[src/rtl/prog_loader_pkg.sv]
// Shared constants for the program loader: memory geometry, header encoding and FSM state encoding.
package prog_loader_pkg;

    localparam int PROG_ADDR_W = 4;
    localparam int PROG_DATA_W = 8;
    localparam int PROG_DEPTH  = 1 << PROG_ADDR_W;

    // A zero header byte requests a full-depth load.
    localparam logic [PROG_DATA_W-1:0] HDR_LEN_FULL = 8'h00;

    typedef enum logic [2:0] {
        ST_IDLE = 3'd0,
        ST_HDR  = 3'd1,
        ST_DATA = 3'd2,
        ST_CHK  = 3'd3,
        ST_DONE = 3'd4,
        ST_ERR  = 3'd5
    } ld_state_t;

endpackage

[src/rtl/prog_loader_ld_sum8.sv]
// ld_sum8: 8-bit checksum register with synchronous clear and accumulate (sum wraps mod 256).
module ld_sum8 (
    input  logic       clk,
    input  logic       clr,
    input  logic       clear,
    input  logic       acc_en,
    input  logic [7:0] din,
    output logic [7:0] sum
);

    always_ff @(posedge clk) begin
        if (!clr) begin
            sum <= '0;
        end else if (clear) begin
            sum <= '0;
        end else if (acc_en) begin
            sum <= sum + din;
        end
    end

endmodule

[src/rtl/prog_loader.sv]
// prog_loader: writes a length-prefixed byte stream into the 16x8 program RAM and holds the CPU until done.
// Build option: define PROG_LOADER_CHKSUM_EN to require a trailing mod-256 checksum byte.
module prog_loader
    import prog_loader_pkg::*;
#(
    parameter int ADDR_W = PROG_ADDR_W,
    parameter int DATA_W = PROG_DATA_W,
    parameter int DEPTH  = PROG_DEPTH
) (
    input  logic              clk,
    input  logic              clr,
    input  logic              start,
    input  logic [DATA_W-1:0] in_data,
    input  logic              in_valid,
    output logic              in_ready,
    output logic              mem_we,
    output logic [ADDR_W-1:0] mem_addr,
    output logic [DATA_W-1:0] mem_wdata,
    output logic              cpu_hold,
    output logic              done,
    output logic              err,
    output logic [ADDR_W:0]   count
);

    localparam logic [DATA_W-1:0] DEPTH_BYTE = DATA_W'(DEPTH);
    localparam logic [ADDR_W:0]   DEPTH_CNT  = (ADDR_W+1)'(DEPTH);

    ld_state_t         state;
    logic [ADDR_W-1:0] ptr;
    logic [ADDR_W:0]   length;
    logic [ADDR_W:0]   hdr_len;
    logic [ADDR_W:0]   count_nxt;
    logic              hdr_bad;
    logic              accept;
    logic              start_load;

    // NOTE: in_ready decodes the state register only, so the handshake never forms a loop through in_valid.
    assign in_ready   = (state == ST_HDR) || (state == ST_DATA) || (state == ST_CHK);
    assign accept     = in_valid && in_ready;
    assign start_load = start && ((state == ST_IDLE) || (state == ST_DONE) || (state == ST_ERR));
    assign count_nxt  = count + 1'b1;

    // NOTE: every output of this block gets a default first, so no path can infer a latch.
    always_comb begin
        hdr_len = in_data[ADDR_W:0];
        hdr_bad = 1'b0;
        if (in_data == HDR_LEN_FULL) begin
            hdr_len = DEPTH_CNT;
        end else if (in_data > DEPTH_BYTE) begin
            hdr_bad = 1'b1;
        end
    end

`ifdef PROG_LOADER_CHKSUM_EN
    logic [7:0] sum;

    ld_sum8 u_sum (
        .clk    (clk),
        .clr    (clr),
        .clear  (start_load),
        .acc_en (accept && (state == ST_DATA)),
        .din    (in_data),
        .sum    (sum)
    );
`endif

    // NOTE: all state uses non-blocking assignments so every register samples pre-edge values.
    always_ff @(posedge clk) begin
        if (!clr) begin
            state     <= ST_IDLE;
            mem_we    <= 1'b0;
            mem_addr  <= '0;
            mem_wdata <= '0;
            cpu_hold  <= 1'b1;
            done      <= 1'b0;
            err       <= 1'b0;
            count     <= '0;
            length    <= '0;
            ptr       <= '0;
        end else begin
            mem_we <= 1'b0;
            case (state)
                ST_IDLE, ST_DONE, ST_ERR: begin
                    if (start_load) begin
                        state    <= ST_HDR;
                        done     <= 1'b0;
                        err      <= 1'b0;
                        count    <= '0;
                        cpu_hold <= 1'b1;
                    end
                end
                ST_HDR: begin
                    if (accept) begin
                        if (hdr_bad) begin
                            state <= ST_ERR;
                            err   <= 1'b1;
                        end else begin
                            state  <= ST_DATA;
                            length <= hdr_len;
                            ptr    <= '0;
                        end
                    end
                end
                ST_DATA: begin
                    if (accept) begin
                        mem_we    <= 1'b1;
                        mem_addr  <= ptr;
                        mem_wdata <= in_data;
                        ptr       <= ptr + 1'b1;
                        count     <= count_nxt;
                        if (count_nxt == length) begin
`ifdef PROG_LOADER_CHKSUM_EN
                            state <= ST_CHK;
`else
                            state    <= ST_DONE;
                            done     <= 1'b1;
                            cpu_hold <= 1'b0;
`endif
                        end
                    end
                end
`ifdef PROG_LOADER_CHKSUM_EN
                ST_CHK: begin
                    if (accept) begin
                        if (in_data == sum) begin
                            state    <= ST_DONE;
                            done     <= 1'b1;
                            cpu_hold <= 1'b0;
                        end else begin
                            state <= ST_ERR;
                            err   <= 1'b1;
                        end
                    end
                end
`endif
                default: state <= ST_IDLE;
            endcase
        end
    end

endmodule

[config.mk]
export PLATFORM = sky130hd
export DESIGN_NAME = prog_loader
export DESIGN_NICKNAME = d
export VERILOG_FILES = /design/src/rtl/prog_loader_pkg.sv /design/src/rtl/prog_loader_ld_sum8.sv /design/src/rtl/prog_loader.sv
export SDC_FILE = /design/constraint.sdc
export NUM_CORES = 1
export LEC_CHECK = 0
export CELL_PAD_IN_SITES_DETAIL_PLACEMENT = 1
export CELL_PAD_IN_SITES_GLOBAL_PLACEMENT = 1
export CORE_UTILIZATION = 39
export DETAILED_ROUTE_END_ITERATION = 16
export GPL_TIMING_DRIVEN = 0
export PLACE_DENSITY_LB_ADDON = 0.1
export SYNTH_ARGS = -nofsm -noshare
export SYNTH_HDL_FRONTEND = slang
export SYNTH_SLANG_ARGS = --single-unit
[constraint.sdc]
create_clock -name clk -period 3.8 [get_ports clk]
set_input_delay 0.57 -clock clk [delete_from_list [all_inputs] [get_ports clk]]
set_output_delay 0.57 -clock clk [all_outputs]
set_load 0.03 [all_outputs]
==> summary.md <==
| Metric | Value |
|---|---|
| Status | complete, no violations |
| Met3 Track Usage GR | 0.04821 |
| FF-to-FF path depth | 6 |
| Clock Pin Slew Worst Setup and Hold Paths | around 0.070 ns |
| Critical path type | flip-flop to output port |
| Global route overflow | 0 |
| Fin. max-slew vios | 0 |
| R2R Path Start | count[0] |
| Bufs on Longest Clock Path | 2 |
| Starting Density | 0.4060 |
| Largest net degree at the start of global routing | 11 |
| Final critical-path share of the clock period | 0.6341 |
| Post-CTS setup buffers | 0 |
| Slew @ Worst Pin | 0.6083 ns |
| Total die area | 4062 um2 |
| Peak supply drop | between 150 and 200 uV |
| DRT iter0 DRCs | 61 |
| Post-synthesis sequential area ratio | 0.4444 |
| Post-CTS Resized | 0 |
| DRC | 0 |
| Slowest CP cell | clkdlybuf4s50_1 |
| Initial antenna violation count | 0 |
| Hold buffers post-CTS | 0 |
| Die width | 63.74 um |
| Max-cap viol count | 0 |
| Syn nets | 188 |
| Top Ports | 34 |
| Final hold vios | 0 |
| LEAKAGE | 0.7479 nW |
| Detailed Route WL | 3882 um |
| HP Start | mem_addr[1] |
| Router iterations before antenna repair | 4 |
| PD cells | 356.7 nW/um2 |
| Worst Path Arrival | 1.84 ns |
| RSZ-0062 raised after global routing | no |
| Worst skew pair latency | 0.29 ns |
| Post-DR vias/cell | 5.137 |
| RR Endpoint | state[1] |
| Port Buffers | 33 |
| DR WL/cell | 14.76 um |
| CP Buf/Inv Count | 2 |
| GR peak layer | met2 |
| Number of synthesized flops with an enable pin | 0 |
| Crit end category | output port |
| #FFs+latches synth | 33 |
| Row Count | 22 |
| Ys Warns | 0 |
| Met2 usage | 0.3723 |
| Critical-path cell list | clkbuf_1, nor2_1, nor2_1, clkdlybuf4s50_1 |
| Post-synth top flop | dfxtp_1 |
| NumNets Final | around 230 |
| Post-synth top area cell | dfxtp_1 |
| Total Power | 705.6 uW |
| Final core utilization | 0.5403 |
| CP top delay family | buffers and inverters |
| CTS H-tree depth | 2 |
| Met1 usage | 0.2436 |
| Setup Skew | roughly 0.0076 ns |
| Vias in the first global route | 1380 |
| CP Launch Type | flip-flop |
| Cells after Synth | 174 |
| Worst Path Required | 3.23 ns |
| Total number of vias | approximately 1400 |
| Slew HR | 0.5937 |
| Antenna cells | 0 |
| Setup tns final | 0 ns |
| Post-synth cell types | 39 |
| Endpoints failing setup | 0 |
| Share of the synthesized area in the top cell type | 0.4444 |
| Core Box Area | between 3000 and 4000 um2 |
| Period minus WS final | roughly 2.4 ns |
| Placer's final routability congestion estimate | 0.8217 |
| Most frequent CP cell | nor2_1 |
| HPWL Detailed | 2862 um |
| Die span in y | 63.74 um |
| Largest fanout on the critical path | 10 |
| Hold Crit Endpoint | mem_addr[1] |
| Ys async rst share | 0 |
| CTS tree | yes |
| Syn avg cell area | 8.543 um2 |
| Synth area leaders | dfxtp_1 (44%), nand2_1 (8.8%), a21boi_0 (6.6%) |
| Post-Syn Area | around 1500 um2 |
| Worst min path class | flip-flop to flip-flop |
| Synthesis-to-finish area growth | 33.08% |
| CP max stage delay | 0.68 ns |
| First-pass GRT wire length | 6527 um |
| Clk sink count | 33 |
| Clock Tree Root | clkbuf_8 |
| Max Freq | 415.0 MHz |
| Num CTS Buffers | 5 |
| Register-to-register setup slack | 1.75 ns |
| All-Layer GR Usage | 0.2144 |
| Hold depth | 2 |
| Share of cells above drive strength 1 | 0.07907 |
| ANT nets after route | 0 |
-- per-stage QoR --
| step | setup slack (ns) | instances | area (um2) | hold slack, ns |
|---|---|---|---|---|
| after CTS | 1.371 | 263 | 1978 | 0.4678 |
| after global placement | 1.399 | 255 | 1877 | 0.4504 |
| after detailed placement | 1.326 | 255 | 1877 | 0.4581 |
| after floorplan | 1.908 | 174 | 1486 | 0.4528 |
| final | 1.390 | 263 | 1978 | 0.4636 |
| after global routing | 1.280 | 263 | 1978 | 0.4964 |
-- layout make-up --
class	count	area, um2
Clock inverter	1	5.005
Inverter	3	11.26
Multi-Input combinational cell	130	777.0
Timing Repair Buffer	33	330.3
Sequential cell	33	660.6
Clock buffer	7	96.34
Fill cell	435	1683
Buffer	8	37.54
Tap cell	48	60.06
-- cell families (layout without fill, tap and decap cells) --
logic type,count (synthesis),in the layout,share of synthesized area
buffers and inverters,11,52,0.03282
AO/OA/AOI/OAI,41,41,0.1919
multiplexers,4,4,0.02694
flip-flops,33,33,0.4444
adder cells (fa/ha/maj),2,2,0.01683
AND/OR/NAND/NOR,77,77,0.2517
XOR/XNOR,6,6,0.03535
-- routing by layer --
layer	routed length [um]	share of wire
met5	0	0
met4	78	0.020
met3	102	0.026
met2	2006	0.52
met1	1694	0.44
-- cell usage in the layout (no fill, tap or decap), types with 2 or more instances in the layout --
| cell type | instances |
|---|---|
| a21boi_0 | 13 |
| a21oi_1 | 4 |
| a31oi_1 | 4 |
| and2_1 | 2 |
| buf_2 | 3 |
| clkbuf_1 | 4 |
| clkbuf_8 | 7 |
| clkdlybuf4s50_1 | 33 |
| dfxtp_1 | 33 |
| ha_1 | 2 |
| inv_1 | 3 |
| mux2i_1 | 4 |
| nand2_1 | 35 |
| nand3_1 | 5 |
| nor2_1 | 13 |
| nor2b_1 | 9 |
| nor3_1 | 2 |
| o21ai_0 | 10 |
| o21ai_1 | 2 |
| xor2_1 | 5 |
-- report_power, final --
group          internal [mW]  leakage (nW)  switching (mW)
Clock                  0.164        0.0542           0.131
Sequential             0.349         0.266         0.00363
Combinational         0.0263         0.427          0.0313
Total                  0.539         0.748           0.166
-- flip-flops by register name (all words and copies together) (netlist names) --
name       count
count          5
cpu_hold       1
done           1
err            1
length         5
mem_addr       4
mem_wdata      8
mem_we         1
ptr            4
state          3
-- worst register-to-register path, stage by stage (launching register included) --
cell       delay (ns)
dfxtp_1          0.37
ha_1             0.29
and2_0           0.19
o21ai_0          0.25
a21oi_2          0.10
a2111oi_2        0.56
a31oi_1          0.16
-- cells in the mapped netlist (2+ instances only) --
master / instances
nor2b_1: 9
and2_1: 2
clkbuf_1: 4
xor2_1: 5
inv_1: 3
nor3_1: 2
nand2_1: 35
o21ai_0: 10
dfxtp_1: 33
a21oi_1: 4
a31oi_1: 4
nand3_1: 5
mux2i_1: 4
a21boi_0: 13
nor2_1: 13
o21ai_1: 2
buf_2: 3
ha_1: 2
-- worst max-delay path by stage --
| stage | from | to | slack, ns | cells past startpoint |
|---|---|---|---|---|
| 3_3_place_gp | in_data[0] | ptr[0] | 1.40 | 6 |
| 2_1_floorplan | count[0] | state[1] | 1.91 | 6 |
| 5_1_grt | state[1] | in_ready | 1.28 | 4 |
| 3_5_place_dp | in_data[0] | ptr[0] | 1.33 | 6 |
| 4_1_cts | state[1] | in_ready | 1.37 | 4 |
| 6_report | state[1] | in_ready | 1.39 | 4 |
Note: power is estimated with default switching activity, not from simulation.
